===== src/rtl/ppu_oam_pkg.sv =====
// Shared PPU definitions for the OAMADDR/OAMDATA register pair.
// Latency: n/a (constants, types and pure functions only).
// Backpressure: n/a.
package ppu_oam_pkg;

  localparam logic [2:0] REG_OAMADDR   = 3'd3;
  localparam logic [2:0] REG_OAMDATA   = 3'd4;
  localparam logic       RW_READ       = 1'b1;
  localparam logic       RW_WRITE      = 1'b0;
  localparam logic [7:0] OAM_ATTR_MASK = 8'hE3;

  typedef struct packed {
    logic       sel;
    logic [2:0] idx;
  } bus_dec_t;

  function automatic bus_dec_t bus_decode(input logic [2:0] addr_hi, input logic [2:0] addr_lo);
    bus_dec_t d;
    d.sel = (addr_hi == 3'b001);
    d.idx = addr_lo;
    return d;
  endfunction

  // Bits [4:2] of every attribute byte (OAMADDR[1:0]==2) read back as zero.
  function automatic logic [7:0] oam_store_val(input logic [1:0] byte_sel, input logic [7:0] dat);
    return (byte_sel == 2'd2) ? (dat & OAM_ATTR_MASK) : dat;
  endfunction

endpackage


===== src/rtl/ppu_oam_ram.sv =====
// 256x8 sprite RAM: one falling-edge write port, two asynchronous read ports.
// Latency: write visible on both read ports after the writing edge; reads are combinational.
// Backpressure: none, accepts a write on every enabled edge.
module ppu_oam_ram (
  input  logic       i_clk,
  input  logic       wr_en,
  input  logic [7:0] wr_addr,
  input  logic [7:0] wr_dat,
  input  logic [7:0] cpu_addr,
  output logic [7:0] cpu_dat,
  input  logic [7:0] spr_addr,
  output logic [7:0] spr_dat
);

  logic [7:0] mem [256];

  // Contents are deliberately not reset.
  always_ff @(negedge i_clk) begin
    if (wr_en) begin
      mem[wr_addr] <= wr_dat;
    end
  end

  assign cpu_dat = mem[cpu_addr];
  assign spr_dat = mem[spr_addr];

endmodule


===== src/rtl/ppu_oam.sv =====
// PPU OAM block: $2003/$2004 decode, OAMADDR pointer, sprite RAM and renderer read port.
// Latency: writes commit on the falling edge; $2004 reads and renderer reads are combinational.
// Backpressure: none, every enabled bus cycle is accepted.
module ppu_oam
  import ppu_oam_pkg::*;
(
  input  logic        i_clk,
  input  logic        i_reset_n,
  input  logic        i_clk_en,
  input  logic        i_rw,
  input  logic [15:0] i_address,
  input  logic [7:0]  i_data,
  output logic [7:0]  o_data,
  output logic        o_data_oe,
  input  logic        i_rendering,
  input  logic        i_oamaddr_clear,
  input  logic [7:0]  i_sprite_addr,
  output logic [7:0]  o_sprite_data,
  output logic [7:0]  o_oamaddr
);

  bus_dec_t   dec;
  logic       oamaddr_wr_vld;
  logic       oamdata_wr_vld;
  logic       oamdata_rd_vld;
  logic       ram_we;
  logic [7:0] ram_wdat;
  logic [7:0] cpu_rd_dat;
  logic [7:0] oamaddr_q;
  logic [7:0] oamaddr_nxt;
  logic       unused_addr_bits;

  assign dec              = bus_decode(i_address[15:13], i_address[2:0]);
  assign unused_addr_bits = ^i_address[12:3];

  assign oamaddr_wr_vld = i_clk_en & (i_rw == RW_WRITE) & dec.sel & (dec.idx == REG_OAMADDR);
  assign oamdata_wr_vld = i_clk_en & (i_rw == RW_WRITE) & dec.sel & (dec.idx == REG_OAMDATA);
  assign oamdata_rd_vld = i_clk_en & (i_rw == RW_READ)  & dec.sel & (dec.idx == REG_OAMDATA);

  // During rendering the write is dropped and only the sprite index advances.
  assign ram_we   = oamdata_wr_vld & ~i_rendering;
  assign ram_wdat = oam_store_val(oamaddr_q[1:0], i_data);

  always_comb begin
    oamaddr_nxt = oamaddr_q;
    if (oamaddr_wr_vld) begin
      oamaddr_nxt = i_data;
    end else if (oamdata_wr_vld) begin
      if (i_rendering) begin
        oamaddr_nxt = {oamaddr_q[7:2] + 6'd1, oamaddr_q[1:0]};
      end else begin
        oamaddr_nxt = oamaddr_q + 8'd1;
      end
    end
    // The renderer's clear overrides any CPU-side update on the same edge.
    if (i_oamaddr_clear) begin
      oamaddr_nxt = 8'h00;
    end
  end

  always_ff @(negedge i_clk or negedge i_reset_n) begin
    if (!i_reset_n) begin
      oamaddr_q <= 8'h00;
    end else begin
      oamaddr_q <= oamaddr_nxt;
    end
  end

  ppu_oam_ram u_ram (
    .i_clk    (i_clk),
    .wr_en    (ram_we),
    .wr_addr  (oamaddr_q),
    .wr_dat   (ram_wdat),
    .cpu_addr (oamaddr_q),
    .cpu_dat  (cpu_rd_dat),
    .spr_addr (i_sprite_addr),
    .spr_dat  (o_sprite_data)
  );

  assign o_data_oe = oamdata_rd_vld & i_reset_n;
  assign o_data    = o_data_oe ? cpu_rd_dat : 8'h00;
  assign o_oamaddr = oamaddr_q;

endmodule


===== config.mk =====
export PLATFORM = sky130hd
export DESIGN_NAME = ppu_oam
export DESIGN_NICKNAME = d
export VERILOG_FILES = /design/src/rtl/ppu_oam_pkg.sv /design/src/rtl/ppu_oam_ram.sv /design/src/rtl/ppu_oam.sv
export SDC_FILE = /design/constraint.sdc
export NUM_CORES = 2
export LEC_CHECK = 0
export ABC_AREA = 0
export ABC_CLOCK_PERIOD_IN_PS = 24200
export CAP_MARGIN = 40
export CORE_ASPECT_RATIO = 1.4
export CORE_MARGIN = 2
export CORE_UTILIZATION = 31
export DETAILED_ROUTE_END_ITERATION = 16
export DONT_BUFFER_PORTS = 1
export HOLD_SLACK_MARGIN = 0.03
export SYNTH_ARGS = -nofsm -noshare
export SYNTH_HDL_FRONTEND = slang
export SYNTH_SLANG_ARGS = --single-unit

===== constraint.sdc =====
create_clock -name i_clk -period 24.2 [get_ports i_clk]
set_input_delay 1.21 -clock i_clk [delete_from_list [all_inputs] [get_ports i_clk]]
set_output_delay 1.21 -clock i_clk [all_outputs]
set_load 0.02 [all_outputs]

==> results by group <==
Critical path
  • Arr. time, crit path: about 18 ns
  • Startpoint types: flip-flop
  • Reg2reg end: u_ram.mem[74][1]$_DFFE_NP_
  • CP endpoint kind: primary output
  • WP data required: about 23 ns
  • CP Class: flip-flop to primary output
  • Slowest stage delay, CP: around 0.74 ns
  • Crit Reg-Reg Startpoint: o_oamaddr[1]$_DFFE_NN0P_
  • Critical path's slowest cell: buf_4
  • Most common cell on crit path: buf_4
  • Setup slack, reg-to-reg: about 19 ns
  • Crit path buffers/inverters: 5
  • Critical path fanouts, max: 72
  • Crit path max-delay family: buffers and inverters
  • CP Cell Sequence: buf_12 > buf_4 > buf_4 > mux4_2 > and3_1 > a21oi_1 > o2111ai_1 > o31ai_1 > buf_2 > a31oi_1 > clkbuf_4
  • Worst r2r path cells: 7

Place
  • Post-DP HPWL: 221,700 um
  • Final RePlAce weighted congestion: ~0.97
  • Port bufs: 0
  • Setup WS pre-CTS: roughly 5.8 ns

STA
  • Clock Skew: between 0.1 and 0.15 ns
  • Setup ws final: about 4.6 ns
  • Worst-Margin Slew: between 1 and 1.5 ns
  • RSZ-0062 raised after global routing: no
  • Max-Slew Margin vs Limit: 5.727%
  • Final slew viol count: 0
  • Final setup viols: 0
  • Setup TNS: 0 ns
  • Hold Vio Cnt, Final: 0

Yosys
  • Top FF cell, synth: edfxtp_1
  • Mapped Area: between 0.09 and 0.1 mm^2
  • Seq/Total Area, Yosys: 63.72%
  • Yosys cell types: just over 70
  • Syn_nets: a little under 5,000
  • Synth top area share: 63.52%
  • Ys Warns: 0
  • Post-synth top area cell: edfxtp_1
  • Post-synth EDFFs: slightly above 2,000
  • Dominant cells by area after synthesis: edfxtp_1 64%, mux4_2 25%, mux2i_1 2.2%
  • Synthesized flop and latch total: between 2,000 and 2,500
  • Async SR Flop Fraction: less than 1%
  • Syn Inst Count: 4,883
  • Mean Syn Cell Area: between 15 and 20 um^2

Global routing
  • Gr usage total: 21.48%
  • First-pass GRT wire length: approximately 480,000 um
  • Vias in the first global route: ~68,000
  • Grt total ovfl: 0
  • Pin count of the biggest net entering global routing: between 500 and 600
  • Initial antenna violation count: 13

Routing
  • Post-DR wirelength/cell: around 30 um
  • Vias after detailed routing: between 60,000 and 70,000
  • Final ANT Viol Nets: 0
  • Residual DRC: 0
  • Iteration-0 DRC count of the detailed router: ~8,900
  • DRT Pass-1 Iters: 8
  • Total length of routed wires: roughly 350,000 um
  • DR vias/cell: around 5.7

Clock tree
  • Htree depth: 4
  • Clk root buf: clkbuf_16
  • Setup Buffers After CTS: 0
  • Post-CTS resize count: 0
  • Post-cts hold buffer count: 0
  • CTS tree: done
  • Total CTS buffers: a little over 200
  • Clock-pin transition on the worst setup and hold timing paths: 0.05 ns
  • Clock Sinks: around 2,000
  • Clock Latency Late Sink: between 0.9 and 1 ns
  • Clock tree buffer depth: 4

Worst hold path
  • Worst hold path type: flip-flop to flip-flop
  • Hold depth: 2
  • Hold Crit Endpoint: o_oamaddr[4]$_DFFE_NN0P_
  • Worst Hold Launch: o_oamaddr[4]$_DFFE_NN0P_

Job
  • Max-Cap Viols: 0

Finish
  • Commonest non-fill, non-tap cell in the layout: inv_1
  • Layout cells sized above 1: between 20% and 30%
  • Most frequent cells in the layout: 2,093 x inv_1, 2,048 x edfxtp_1, 1,072 x mux4_2, 320 x nor2_1, 263 x buf_4
  • Final core utilization: 37.82%
  • Nets: a little over 7,000
  • Fill cell count: around 29,000
  • Layout area overhead: 21.35%

Floorplan
  • Site Rows: approximately 240
  • Initial Util: approximately 31%
  • Die ar.: approximately 0.32 mm^2
  • Core Box Area: 0.3107 mm^2
  • Die Y: around 670 um
  • DIE WIDTH: 476.3 um
  • I/O pin count: 63

Pwr
  • Pwr Density: between 70 and 80 mW/mm^2
  • Leak pwr: 43.37 nW
  • Total Power: around 0.009 W
  • Max VDD drop: roughly 0.000054 V

Status
  • Status: completed
## area by class of cell
type / instances / area [um^2] / share of cell area [%]
Tap cell: 4148 / 5190 / 4.417
Inverter: 9 / 38.79 / 0.03301
Multi-Input combinational cell: 2421 / 32810 / 27.93
Sequential cell: 2056 / 61700 / 52.51
Clock inverter: 2196 / 9389 / 7.991
Antenna cell: 10 / 25.02 / 0.02130
Timing Repair Buffer: 348 / 3139 / 2.672
Clock buffer: 208 / 5205 / 4.430
## Yosys cell counts, drive strengths merged (5+ instances only)
| cell | instances |
|---|---|
| o211ai | 6 |
| a221oi | 42 |
| o2111ai | 5 |
| a22oi | 105 |
| inv | 10 |
| clkbuf | 147 |
| a211oi | 14 |
| a31oi | 18 |
| a221o | 9 |
| ha | 8 |
| nor3 | 17 |
| or4 | 13 |
| mux2i | 213 |
| a22o | 12 |
| nand3 | 81 |
| nand2b | 17 |
| and3 | 12 |
| nor4 | 21 |
| buf | 249 |
| nand2 | 121 |
| a21oi | 55 |
| dfrtn | 8 |
| o22a | 9 |
| and2 | 5 |
| edfxtp | 2048 |
| nand4 | 32 |
| o221ai | 9 |
| nor2b | 17 |
| mux4 | 1072 |
| o22ai | 56 |
| o21ai | 62 |
| nor2 | 323 |
## metrics by stage
stage,hold WS [ns],area (um^2),instances
2_1_floorplan,0.8789,96820,4883
3_3_place_gp,0.6973,100800,8758
3_5_place_dp,0.7057,102800,8969
4_1_cts,0.7156,117400,11370
5_1_grt,0.7935,117500,11390
6_report,0.7270,117500,11400
## worst min-delay path: cells and delay by family (launching register included)
kind	cells	cell delay [ns]
flip-flops	1	0.41
buffers and inverters	1	0.21
AO/OA/AOI/OAI	1	0.18
## cell families (layout without fill, tap and decap cells)
logic type / after synthesis / in the layout / share of synthesized area, %
AOI/OAI and AO/OA: 434 / 434 / 3.143
xor gates and xnor gates: 2 / 2 / 0.01809
adders and majority gates: 8 / 8 / 0.1034
buffers and inverters: 406 / 2761 / 2.574
DFF: 2056 / 2056 / 63.72
muxes: 1286 / 1286 / 27.15
other: 0 / 10 / 0
and+or+nand+nor: 691 / 691 / 3.289
## state kept, by name (all words and copies together), names as in the netlist
register   count
u_ram.mem   2048
o_oamaddr      8
## worst max path at each step
stage | cells after the start | to | start
floorplan | 1 | u_ram.mem[0][2]$_DFFE_NP_ | i_data[2]
global placement | 9 | o_data[4] | o_oamaddr[0]$_DFFE_NN0P_
detailed placement | 9 | o_data[7] | o_oamaddr[0]$_DFFE_NN0P_
CTS | 9 | o_data[7] | o_oamaddr[0]$_DFFE_NN0P_
global route | 11 | o_data[7] | o_oamaddr[1]$_DFFE_NN0P_
finish | 11 | o_data[7] | o_oamaddr[1]$_DFFE_NN0P_
## metal layers
metal | share of wire [%] | track usage (%) | up-vias
li1 | - | - | 25580
met1 | 32 | 22.93 | 33740
met2 | 49 | 34.75 | 4225
met3 | 10 | 6.553 | 991
met4 | 8.4 | 18.38 | 2
met5 | 0.0057 | 0 | -
## power by group
| group | switching (W) | internal, W | leakage, nW | total [W] |
|---|---|---|---|---|
| clock network | 0.00231 | 0.00240 | 14.3 | 0.00472 |
| logic | 0.000114 | 0.000132 | 10.5 | 0.000246 |
| registers | 0.0000000571 | 0.00395 | 18.5 | 0.00395 |
Note: power is estimated with default switching activity, not from simulation.
